[config.mk]
export PLATFORM = sky130hd
export DESIGN_NAME = spi_master_fifo
export DESIGN_NICKNAME = d
export VERILOG_FILES = /design/src/rtl/spi_master_fifo.sv
export SDC_FILE = /design/constraint.sdc
export NUM_CORES = 1
export LEC_CHECK = 0
export BUFFER_PORTS_ARGS = -buffer_cell sky130_fd_sc_hd__buf_2
export CORE_MARGIN = 2
export CORE_UTILIZATION = 49
export DETAILED_ROUTE_END_ITERATION = 8
export GPL_TIMING_DRIVEN = 0
export PLACE_DENSITY = 0.71
export SYNTH_ARGS = -nofsm -noshare
export SYNTH_HDL_FRONTEND = slang
export SYNTH_SLANG_ARGS = --single-unit
[constraint.sdc]
create_clock -name clk_i -period 4.23 [get_ports clk_i]
set_input_delay 0.846 -clock clk_i [delete_from_list [all_inputs] [get_ports clk_i]]
set_output_delay 0.846 -clock clk_i [all_outputs]
set_load 0.1 [all_outputs]
[src/rtl/spi_master_fifo.sv]
// rtl/spi_master_fifo.sv - SPI master with TX/RX FIFOs, four SPI modes and multiple slave selects
//
// Purpose: register-bus SPI master. Words written to BUFFER queue in the TX FIFO and are
// shifted out back-to-back while enabled; received words queue in the RX FIFO.
// Ports:
//   clk_i       system clock, rising edge
//   rst_ni      asynchronous active-low reset
//   addr_i      register address (0 CONFIG, 1 CTRL, 2 BUFFER, 3 SSELEC, 4 LEVEL)
//   wr_i        write strobe, one cycle per write
//   rd_i        read strobe; pops the RX FIFO when addr_i selects BUFFER
//   data_wr_i   write data
//   data_rd_o   combinational read data of the addressed register
//   sck_o       SPI clock
//   mosi_o      master data out
//   miso_i      master data in
//   ss_o        active-low slave selects
//   irq_o       level interrupt
module spi_master_fifo #(
  parameter int DATA_W     = 32,
  parameter int NUM_SS     = 8,
  parameter int FIFO_DEPTH = 4,
  parameter int PRE_W      = 8
) (
  input  logic              clk_i,
  input  logic              rst_ni,
  input  logic [2:0]        addr_i,
  input  logic              wr_i,
  input  logic              rd_i,
  input  logic [31:0]       data_wr_i,
  output logic [31:0]       data_rd_o,
  output logic              sck_o,
  output logic              mosi_o,
  input  logic              miso_i,
  output logic [NUM_SS-1:0] ss_o,
  output logic              irq_o
);

  localparam int AW    = $clog2(FIFO_DEPTH);
  localparam int CW    = AW + 1;
  localparam int CFG_W = PRE_W + 4;
  localparam int BW    = $clog2(DATA_W + 1);

  typedef enum logic [1:0] {S_IDLE, S_LEAD, S_XFER, S_TRAIL} state_e;

  // Register file
  logic [CFG_W-1:0]  cfg_q;
  logic              en_q, irq_en_q, ovf_q;
  logic [NUM_SS-1:0] ssel_q;

  logic [PRE_W-1:0] cfg_pre;
  logic             cfg_cpha, cfg_cpol, cfg_lsb, cfg_auto_ss;
  assign cfg_pre     = cfg_q[PRE_W-1:0];
  assign cfg_cpha    = cfg_q[PRE_W];
  assign cfg_cpol    = cfg_q[PRE_W+1];
  assign cfg_lsb     = cfg_q[PRE_W+2];
  assign cfg_auto_ss = cfg_q[PRE_W+3];

  logic wr_cfg, wr_ctrl, wr_buf, wr_ssel, rd_buf;
  assign wr_cfg  = wr_i && (addr_i == 3'd0);
  assign wr_ctrl = wr_i && (addr_i == 3'd1);
  assign wr_buf  = wr_i && (addr_i == 3'd2);
  assign wr_ssel = wr_i && (addr_i == 3'd3);
  assign rd_buf  = rd_i && (addr_i == 3'd2);

  logic unused_wr_bits;
  assign unused_wr_bits = ^data_wr_i;

  // FIFO storage
  logic [DATA_W-1:0] tx_mem_q [FIFO_DEPTH];
  logic [DATA_W-1:0] rx_mem_q [FIFO_DEPTH];
  logic [AW-1:0]     tx_wp_q, tx_rp_q, rx_wp_q, rx_rp_q;
  logic [CW-1:0]     tx_cnt_q, rx_cnt_q;

  logic tx_full, tx_empty, rx_full, rx_empty;
  assign tx_full  = (tx_cnt_q == CW'(FIFO_DEPTH));
  assign tx_empty = (tx_cnt_q == '0);
  assign rx_full  = (rx_cnt_q == CW'(FIFO_DEPTH));
  assign rx_empty = (rx_cnt_q == '0);

  // Engine state
  state_e            state_q;
  logic [PRE_W-1:0]  hcnt_q, pre_q;
  logic              cpha_q, lsb_q;
  logic [DATA_W-1:0] tx_sh_q, rx_sh_q;
  logic [BW-1:0]     bit_cnt_q;
  logic              lead_edge_q;  // next XFER edge is a leading one
  logic              sck_q, mosi_q;

  logic busy, half_done;
  assign busy      = (state_q != S_IDLE);
  assign half_done = (hcnt_q == '0);

  logic tx_pop, tx_push, rx_pop, rx_push_req, rx_push;
  assign tx_pop      = (state_q == S_IDLE) && en_q && !tx_empty;
  // A push into a full TX FIFO is accepted when the engine frees a slot in the same cycle.
  assign tx_push     = wr_buf && (!tx_full || tx_pop);
  assign rx_pop      = rd_buf && !rx_empty;
  assign rx_push_req = (state_q == S_TRAIL) && half_done;
  assign rx_push     = rx_push_req && (!rx_full || rx_pop);

  logic [DATA_W-1:0] tx_head;
  logic              ld_bit, tx_bit;
  logic [DATA_W-1:0] ld_shift, tx_shift;
  assign tx_head  = tx_mem_q[tx_rp_q];
  assign ld_bit   = cfg_lsb ? tx_head[0] : tx_head[DATA_W-1];
  assign ld_shift = cfg_lsb ? (tx_head >> 1) : (tx_head << 1);
  assign tx_bit   = lsb_q ? tx_sh_q[0] : tx_sh_q[DATA_W-1];
  assign tx_shift = lsb_q ? (tx_sh_q >> 1) : (tx_sh_q << 1);

  // Registers
  always_ff @(posedge clk_i or negedge rst_ni) begin
    if (!rst_ni) begin
      cfg_q    <= '0;
      en_q     <= 1'b0;
      irq_en_q <= 1'b0;
      ovf_q    <= 1'b0;
      ssel_q   <= '1;
    end else begin
      if (wr_cfg)  cfg_q  <= data_wr_i[CFG_W-1:0];
      if (wr_ssel) ssel_q <= data_wr_i[NUM_SS-1:0];
      if (wr_ctrl) begin
        en_q     <= data_wr_i[0];
        irq_en_q <= data_wr_i[1];
      end
      // A new overflow in the same cycle as the clear wins so the event is not lost.
      if (rx_push_req && rx_full && !rx_pop) ovf_q <= 1'b1;
      else if (wr_ctrl && data_wr_i[12])     ovf_q <= 1'b0;
    end
  end

  // FIFO pointers and counts
  always_ff @(posedge clk_i or negedge rst_ni) begin
    if (!rst_ni) begin
      tx_wp_q  <= '0;
      tx_rp_q  <= '0;
      tx_cnt_q <= '0;
      rx_wp_q  <= '0;
      rx_rp_q  <= '0;
      rx_cnt_q <= '0;
    end else begin
      if (tx_push) tx_wp_q <= tx_wp_q + AW'(1);
      if (tx_pop)  tx_rp_q <= tx_rp_q + AW'(1);
      if (tx_push && !tx_pop)      tx_cnt_q <= tx_cnt_q + CW'(1);
      else if (!tx_push && tx_pop) tx_cnt_q <= tx_cnt_q - CW'(1);
      if (rx_push) rx_wp_q <= rx_wp_q + AW'(1);
      if (rx_pop)  rx_rp_q <= rx_rp_q + AW'(1);
      if (rx_push && !rx_pop)      rx_cnt_q <= rx_cnt_q + CW'(1);
      else if (!rx_push && rx_pop) rx_cnt_q <= rx_cnt_q - CW'(1);
    end
  end

  always_ff @(posedge clk_i) begin
    if (tx_push) tx_mem_q[tx_wp_q] <= data_wr_i[DATA_W-1:0];
    if (rx_push) rx_mem_q[rx_wp_q] <= rx_sh_q;
  end

  // Transfer engine
  always_ff @(posedge clk_i or negedge rst_ni) begin
    if (!rst_ni) begin
      state_q     <= S_IDLE;
      hcnt_q      <= '0;
      pre_q       <= '0;
      cpha_q      <= 1'b0;
      lsb_q       <= 1'b0;
      tx_sh_q     <= '0;
      rx_sh_q     <= '0;
      bit_cnt_q   <= '0;
      lead_edge_q <= 1'b1;
      sck_q       <= 1'b0;
      mosi_q      <= 1'b0;
    end else begin
      case (state_q)
        S_IDLE: begin
          mosi_q <= 1'b0;
          if (tx_pop) begin
            state_q     <= S_LEAD;
            hcnt_q      <= cfg_pre;
            pre_q       <= cfg_pre;
            cpha_q      <= cfg_cpha;
            lsb_q       <= cfg_lsb;
            // sck_q carries the latched polarity for the whole word.
            sck_q       <= cfg_cpol;
            bit_cnt_q   <= BW'(DATA_W);
            lead_edge_q <= 1'b1;
            if (cfg_cpha) begin
              tx_sh_q <= tx_head;
            end else begin
              // cpha=0: the first bit must be valid before the first (sampling) edge.
              tx_sh_q <= ld_shift;
              mosi_q  <= ld_bit;
            end
          end
        end
        S_LEAD: begin
          if (half_done) begin
            state_q <= S_XFER;
            hcnt_q  <= pre_q;
          end else begin
            hcnt_q <= hcnt_q - PRE_W'(1);
          end
        end
        S_XFER: begin
          if (half_done) begin
            hcnt_q      <= pre_q;
            sck_q       <= ~sck_q;
            lead_edge_q <= ~lead_edge_q;
            // Shift edge: trailing for cpha=0, leading for cpha=1; the other edge samples.
            if (lead_edge_q == cpha_q) begin
              mosi_q  <= tx_bit;
              tx_sh_q <= tx_shift;
            end else if (lsb_q) begin
              rx_sh_q <= {miso_i, rx_sh_q[DATA_W-1:1]};
            end else begin
              rx_sh_q <= {rx_sh_q[DATA_W-2:0], miso_i};
            end
            if (!lead_edge_q) begin
              bit_cnt_q <= bit_cnt_q - BW'(1);
              if (bit_cnt_q == BW'(1)) state_q <= S_TRAIL;
            end
          end else begin
            hcnt_q <= hcnt_q - PRE_W'(1);
          end
        end
        S_TRAIL: begin
          if (half_done) begin
            state_q <= S_IDLE;
            mosi_q  <= 1'b0;
          end else begin
            hcnt_q <= hcnt_q - PRE_W'(1);
          end
        end
        default: state_q <= S_IDLE;
      endcase
    end
  end

  // Outputs
  assign sck_o  = busy ? sck_q : cfg_cpol;
  assign mosi_o = mosi_q;
  assign ss_o   = (cfg_auto_ss && !busy) ? '1 : ssel_q;
  assign irq_o  = irq_en_q & (!rx_empty | ovf_q);

  always_comb begin
    data_rd_o = '0;
    case (addr_i)
      3'd0: data_rd_o[CFG_W-1:0] = cfg_q;
      3'd1: data_rd_o[12:0] = {ovf_q, rx_empty, rx_full, tx_empty, tx_full, busy,
                               5'b0, irq_en_q, en_q};
      3'd2: if (!rx_empty) data_rd_o[DATA_W-1:0] = rx_mem_q[rx_rp_q];
      3'd3: data_rd_o[NUM_SS-1:0] = ssel_q;
      3'd4: begin
        data_rd_o[7:0]  = 8'(tx_cnt_q);
        data_rd_o[15:8] = 8'(rx_cnt_q);
      end
      default: data_rd_o = '0;
    endcase
  end

endmodule

==> reports/qor.csv, run 1 <==
stage;metric;value;unit
yosys;Syn. warnings;0;
grt;grt total ovfl;0;
setup_path;Critical Path Sink Type;output port;
finish;Area Overhead vs Synth;13.8;%
sta;final setup violation count;0;
floorplanning;Core ar.;34300;µm²
yosys;top post-synthesis cells by area;edfxtp_1 45%, dfrtp_1 18%, mux4_2 8.5%, mux2_2 4.5%, mux2i_1 4.0%;
sta;Min Hold Slack;0.293;ns
detailed_routing;Via Count;10200;
setup_path;Arr. time, crit path;3.11;ns
yosys;EDFF count, synth;256;
finish;FILL cells;2767;
yosys;Post-Synth Simple-Gate Area;6.13;%
sta;Final Hold Violating Endpoints;0;
yosys;area leader, netlist;edfxtp_1;
yosys;mux contribution to synthesized area;17.1;%
detailed_routing;vias per cell;5.90;
finish;final net count;1310;
detailed_routing;Pre-antenna DRT Iters;5;
grt;all-layer global routing usage;21.1;%
floorplanning;Die X;190;µm
sta;post-layout min period;3.96;ns
finish;fraction of layout cells with a size suffix above 1;24.2;%
run_status;status;complete, no violations;
setup_path;most frequent CP cell;clkbuf_1;
floorplanning;DIE HEIGHT;190;µm
sta;RSZ-0062 raised after global routing;no;
setup_path;crit path kind;in -> out;
placed_design;Setup WS pre-CTS;0.175;ns
clocking;htree depth;2;
power;LEAKAGE;7.15;nW
yosys;xor-xnor portion of the synthesized cell area;0.881;%
floorplanning;Initial Util;49.3;%
yosys;#FFs+latches synth;386;
detailed_routing;drt drc;0;
placed_design;port bufs;82;
power;pwr dens;690;nW/µm²
sta;Slew Limit Fails;0;
grt;pin count of the biggest net entering global routing;71;
setup_path;CP max FO;10;
yosys;Most used DFF post-synth;edfxtp_1;
finish;commonest cells after routing, fill and taps aside;256 x edfxtp_1, 121 x dfrtp_1, 91 x buf_2;
finish;Final Util;56.1;%
floorplanning;row count;68;
finish;Multi-input gate area;5570;µm²
yosys;Mapped Cells;1120;
finish;Design Area, Final;19200;µm²
detailed_routing;DR WL/cell;21.3;µm
clocking;clk buf depth;3;
clocking;worst skew pair latency;0.56;ns
yosys;number of library cell types mapped by synthesis;61;
clocking;Clock Pin Slew Worst Setup and Hold Paths;0.06;ns
power;Design Power;13.3;mW
detailed_routing;ANT nets after route;0;
placed_design;post-DP HPWL;24400;µm
setup_path;CP bufs+invs;5;
setup_path;Critical Path RT;3.38;ns
setup_path;worst-path cell with the longest stage delay;buf_2;
power;peak supply drop;0.505;mV
yosys;Avg Cell Area, Syn;15.1;µm²
run;Max-cap violations;0;
sta;Clock Skew;0.0155;ns
sta;Max Fclk;253;MHz
yosys;Synth Area in Compound Gates;7.11;%
clocking;CTS buffer count;41;
clocking;post-CTS setup buffers;0;
setup_path;max incr delay on CP;0.44;ns
clocking;CTS sink cnt;386;
setup_path;delay-heaviest family, CP;buffers and inverters;
yosys;sequential share of the synthesized area;64.8;%
finish;Finished Layout Cells;1737;
yosys;share of the synthesized area in the top cell type;45.5;%
placed_design;Post-DP Area;18000;µm²
sta;fin crit share;93.6;%
finish;FF+latch area;11000;µm²
sta;setup ws final;0.273;ns
sta;slew margin rel.;34.8;%
placed_design;Routability Congestion;0.950;
floorplanning;Ports;83;
floorplanning;Die Area;36000;µm²
grt;vias in the first global route;10200;
sta;slew at the pin closest to its max-slew limit;0.978;ns
yosys;ys async rst share;33.7;%
clocking;Clock Root Buffer;clkbuf_16;
setup_path;crit-path cells;buf_2, clkbuf_1, nor3b_2, clkbuf_1, clkbuf_1, and3_1, buf_2;
detailed_routing;Initial DRC Count;855;
yosys;post-synthesis cell area;16900;µm²
worst_hold_path;hold crit path type;in -> async;
yosys;Net Count, Synth;1181;
grt;initial antenna violation count;2;
sta;TNS Setup;0;ns
clocking;CTS tree;yes;
grt;global-route wire length before repair;58000;µm
detailed_routing;Post-Route WL;37000;µm
yosys;largest family of logic cells by synthesized area;multiplexers;
yosys;adder-cell share of the synthesized area;1.64;%
finish;most common cell after layout, fill and taps aside;edfxtp_1;
setup_path;crit start category;input port;
placed_design;placed instance count;1661;
logic make-up after synthesis:
kind of cell             count (synthesis)
flip-flops                             386
AND/OR/NAND/NOR                        214
multiplexers                           200
AO/OA/AOI/OAI                          187
buffers and inverters                   95
adder cells (fa/ha/maj)                 21
XOR/XNOR                                17
path summary, 6_finish.rpt:
kind	depth (start not counted)	end	slack, ns	startpoint
max in group asynchronous	2	lead_edge_q	3.12	rst_ni
worst min register to register	2	pre_q[2]	0.50	pre_q[2]
worst max-delay path	7	data_rd_o[14]	0.27	addr_i[2]
min in group clk_i	2	pre_q[2]	0.50	pre_q[2]
worst min-delay path	1	tx_sh_q[18]	0.29	rst_ni
worst max register to register	9	tx_cnt_q[2]	0.82	tx_cnt_q[0]
power by group:
| group | total (mW) | internal [mW] | switching, mW |
|---|---|---|---|
| Combinational | 4.99 | 2.01 | 2.98 |
| Sequential | 4.96 | 4.55 | 0.417 |
| Clock | 3.31 | 1.88 | 1.43 |
registers in the layout, indices dropped and copies added, names as in the netlist, 6 cells and up:
register,flops
hcnt_q,8
cfg_q,12
tx_sh_q,32
ssel_q,8
rx_mem_q,128
rx_sh_q,32
bit_cnt_q,6
tx_mem_q,128
pre_q,8
synthesized netlist by cell type (2+ instances only):
cell type  number
buf_1           5
o311ai_0        2
a21oi_1        24
nand4_1         3
nor2_1         61
o22ai_1        32
a31oi_1         4
or3_1           5
a32o_1          4
mux2i_1        68
mux4_2         64
nand3_1         8
ha_1           19
nand2b_1       15
nor2b_1         5
buf_4           4
nor3b_1         3
dfstp_2         9
a221oi_1        3
o21ai_0        61
inv_1          21
o21a_1          2
a221o_1         2
and3_1         20
buf_2          10
mux2_2         67
a22oi_1         4
dfrtp_1       121
clkbuf_1       54
a222oi_1        4
fa_1            2
edfxtp_1      256
xor2_1         10
a211oi_1       31
nand2_1        64
nand3b_1        3
nor3_1          8
o31ai_1         3
and2_1         11
xnor2_1         7
layer usage:
metal,up-vias,GRT usage (%),routed length (µm)
met1,5244,30.2,16100
li1,4582,-,-
met5,-,0,11
met4,2,7.04,917
met2,356,32.7,17300
met3,60,4.26,2690
worst register-to-register path: stages, from the launching register on:
cell and delay [ns]:
dfrtp_1 0.46, o311ai_0 0.70, buf_2 0.37, buf_1 0.63, ha_1 0.31, inv_1 0.06, fa_1 0.37, xor2_1 0.17
nor2_1 0.12, xor2_1 0.15
area by class of cell:
cell class,instances,share of cell area (%)
diodes,1,0.0130
repair buffers,86,2.62
clock inverters,18,0.508
inverters,21,0.410
clock buffers,57,5.92
plain buffers,74,1.63
multi-input cells,639,29.0
flip-flops and latches,386,57.0
well taps,455,2.96
what timing repair did:
action / in CTS / in global routing
resized for setup: 0 / 3
endpoints found under the setup margin: 0 / 13
hold buffers: 0 / 0
(Power assumes the default switching activity.)
==> run 2, diff against run 1 <==
ABC_AREA = 1   (was default)
==> reports/qor.csv, run 2 <==
stage;metric;value;unit;change
power;pwr dens;730;nW/µm²;+5.9%
finish;FILL cells;2980;;+7.7%
worst_hold_path;hold crit path type;in -> async;;
sta;RSZ-0062 raised after global routing;no;;
finish;fraction of layout cells with a size suffix above 1;12.1;%;-12 points
sta;Slew Limit Fails;0;;unchanged
clocking;Clock Pin Slew Worst Setup and Hold Paths;0.06;ns;about the same
sta;Final Hold Violating Endpoints;0;;unchanged
floorplanning;row count;69;;+1.5%
yosys;share of the synthesized area in the top cell type;43.8;%;-1.7 points
floorplanning;Die X;193;µm;+1.9%
power;Design Power;14.7;mW;+11%
sta;slew margin rel.;32.0;%;-2.8 points
setup_path;Worst Reg2Reg Path Length in Cells;10;;+1
sta;post-layout min period;3.85;ns;-0.104 ns
clocking;CTS Hold Bufs;0;;unchanged
setup_path;Critical Path RT;3.38;ns;about the same
detailed_routing;drt drc;0;;unchanged
yosys;area leader, netlist;edfxtp_1;;
grt;initial antenna violation count;2;;unchanged
placed_design;Routability Congestion;0.903;;-5.0%
floorplanning;Die Area;37400;µm²;+3.8%
clocking;worst skew pair latency;0.57;ns;about the same
clocking;CTS sink cnt;386;;unchanged
finish;Finished Layout Cells;2411;;+39%
yosys;post-synthesis cell area;17600;µm²;+3.9%
yosys;EDFF count, synth;256;;unchanged
yosys;sequential share of the synthesized area;62.4;%;-2.4 points
yosys;Syn. warnings;0;;unchanged
finish;most common cell after layout, fill and taps aside;nand2_1;;
floorplanning;Ports;83;;unchanged
floorplanning;DIE HEIGHT;193;µm;+1.9%
clocking;CTS tree;yes;;
clocking;post_cts resized;0;;unchanged
yosys;top post-synthesis cells by area;edfxtp_1 44%, dfrtp_1 17%, nand2_1 8.3%, nand3_1 5.6%, o21ai_0 4.6%;;
setup_path;R2R Setup Slk;1.14;ns;+0.32 ns
yosys;Most used DFF post-synth;edfxtp_1;;
setup_path;worst flop-to-flop path startpoint;rx_cnt_q[0];;
setup_path;CP bufs+invs;5;;unchanged
setup_path;Critical Path Sink Type;output port;;
yosys;Net Count, Synth;1842;;+56%
sta;Clock Skew;0.0307;ns;+0.0152 ns
setup_path;CP max FO;10;;unchanged
detailed_routing;vias per cell;5.66;;-4.1%
grt;all-layer global routing usage;25.1;%;+4.0 points
setup_path;crit-path cells;buf_2, inv_1, nand3_1, nor2_4, clkinv_1, clkbuf_1, a21oi_1, buf_2;;
yosys;#FFs+latches synth;386;;unchanged
placed_design;post-DP HPWL;32400;µm;+33%
detailed_routing;metal2 WL;23300;µm;+35%
placed_design;placed instance count;2333;;+40%
detailed_routing;M1 WL;18200;µm;+13%
sta;Max Fclk;260;MHz;+2.7%
clocking;Clock Root Buffer;clkbuf_16;;
finish;biggest registers after layout;rx_mem_q x128, tx_mem_q x128;;
grt;global-route wire length before repair;73600;µm;+27%
run_status;status;complete, no violations;;
grt;grt total ovfl;0;;unchanged
yosys;number of library cell types mapped by synthesis;44;;-28%
finish;final net count;1977;;+51%
setup_path;max incr delay on CP;0.46;ns;+0.02 ns
sta;Min Hold Slack;0.305;ns;+0.0119 ns
sta;fin crit share;91.1;%;-2.5 points
power;LEAKAGE;8.37;nW;+17%
clocking;clk buf depth;3;;unchanged
detailed_routing;DR WL/cell;19.5;µm;-8.5%
finish;Area Overhead vs Synth;14.8;%;
floorplanning;Initial Util;49.6;%;+0.30 points
clocking;post-CTS setup buffers;0;;unchanged
floorplanning;Core ar.;35400;µm²;+3.2%
yosys;ys async rst share;33.7;%;unchanged
run;Max-cap violations;0;;unchanged
clocking;htree depth;2;;unchanged
setup_path;most frequent CP cell;buf_2;;
power;peak supply drop;0.398;mV;-21%
yosys;top post-synthesis cells by count;390 x nand2_1, 256 x edfxtp_1, 197 x nand3_1;;
detailed_routing;ANT nets after route;0;;unchanged
setup_path;capturing point of the worst reg2reg path;rx_cnt_q[1];;
clocking;CTS buffer count;42;;+2.4%
setup_path;crit start category;input port;;
sta;slew at the pin closest to its max-slew limit;1.01;ns;+0.0347 ns
detailed_routing;Via Count;13600;;+33%
sta;final setup violation count;0;;unchanged
grt;vias in the first global route;13500;;+32%
detailed_routing;Pre-antenna DRT Iters;5;;unchanged
grt;pin count of the biggest net entering global routing;75;;+5.6%
setup_path;Critical Path Start;addr_i[2];;
yosys;top-count cell post-synth;nand2_1;;
setup_path;worst-path cell with the longest stage delay;buf_2;;
detailed_routing;Initial DRC Count;1063;;+24%
setup_path;Arr. time, crit path;3.01;ns;-0.10 ns
setup_path;crit path kind;in -> out;;
placed_design;port bufs;82;;unchanged
detailed_routing;Routed met3 length;3090;µm;+15%
detailed_routing;Post-Route WL;47000;µm;+27%
finish;commonest cells after routing, fill and taps aside;390 x nand2_1, 256 x edfxtp_1, 197 x nand3_1;;
yosys;Mapped Cells;1781;;+59%
yosys;Avg Cell Area, Syn;9.86;µm²;-35%
detailed_routing;max layer used;met5;;
setup_path;delay-heaviest family, CP;buffers and inverters;;
## run 2: worst register-to-register path: stages (launching register included)
cell and delay [ns]:
dfrtp_1 0.46, nor3_2 0.37, nor2_4 0.12, nand2_1 0.21, nand2_1 0.15, nand3_1 0.45, inv_1 0.19, ha_1 0.25
inv_1 0.09, fa_1 0.42, mux2_2 0.26
## run 2: layout make-up
| cell class | instances | area (µm²) | area share, % |
|---|---|---|---|
| clock inverters | 16 | 168 | 0.832 |
| flip-flops and latches | 386 | 11000 | 54.3 |
| inverters | 147 | 552 | 2.74 |
| well taps | 461 | 577 | 2.86 |
| clock buffers | 61 | 1170 | 5.82 |
| plain buffers | 95 | 424 | 2.10 |
| diodes | 1 | 2.50 | 0.0124 |
| repair buffers | 91 | 619 | 3.07 |
| multi-input cells | 1153 | 5690 | 28.2 |
## run 2: worst max-delay path by stage
stage / endpoint / cells past startpoint
final: data_rd_o[23] / 8
after global routing: data_rd_o[12] / 7
after CTS: data_rd_o[12] / 7
after detailed placement: data_rd_o[23] / 8
after global placement: rx_mem_q[0][30] / 8
after floorplan: data_rd_o[2] / 3
## run 2: cell families after synthesis
| kind of cell | Yosys count | share of synthesized area, % |
|---|---|---|
| AND/OR/NAND/NOR | 792 | 18.9 |
| flip-flops | 386 | 62.4 |
| AO/OA/AOI/OAI | 319 | 10.5 |
| buffers and inverters | 242 | 5.56 |
| adder cells (fa/ha/maj) | 21 | 1.58 |
| XOR/XNOR | 16 | 0.798 |
| multiplexers | 5 | 0.321 |
## run 2: routing by layer
metal	global-route usage [%]	vias up
li1	-	6330
met1	31.1	6615
met2	42.6	546
met3	4.41	143
met4	12.5	2
met5	0	-
## run 2: through the flow
step | setup WS (ns) | util, % | cell area, µm² | TNS (ns)
after floorplan | 0.128 | - | 17600 | 0
after global placement | -0.868 | 52.4 | 18500 | -125.11
after detailed placement | 0.411 | 53.1 | 18800 | 0
after CTS | 0.367 | 56.9 | 20200 | 0
after global routing | 0.191 | 56.9 | 20200 | 0
final | 0.377 | 56.9 | 20200 | 0
## run 2: power breakdown
group          leakage (nW)  internal, mW  switching [mW]  total (mW)
Clock                 0.657          2.12            1.49        3.60
Sequential             3.95          4.68           0.405        5.08
Combinational          3.76          1.71            4.33        6.04
Total                  8.37          8.50            6.22        14.7
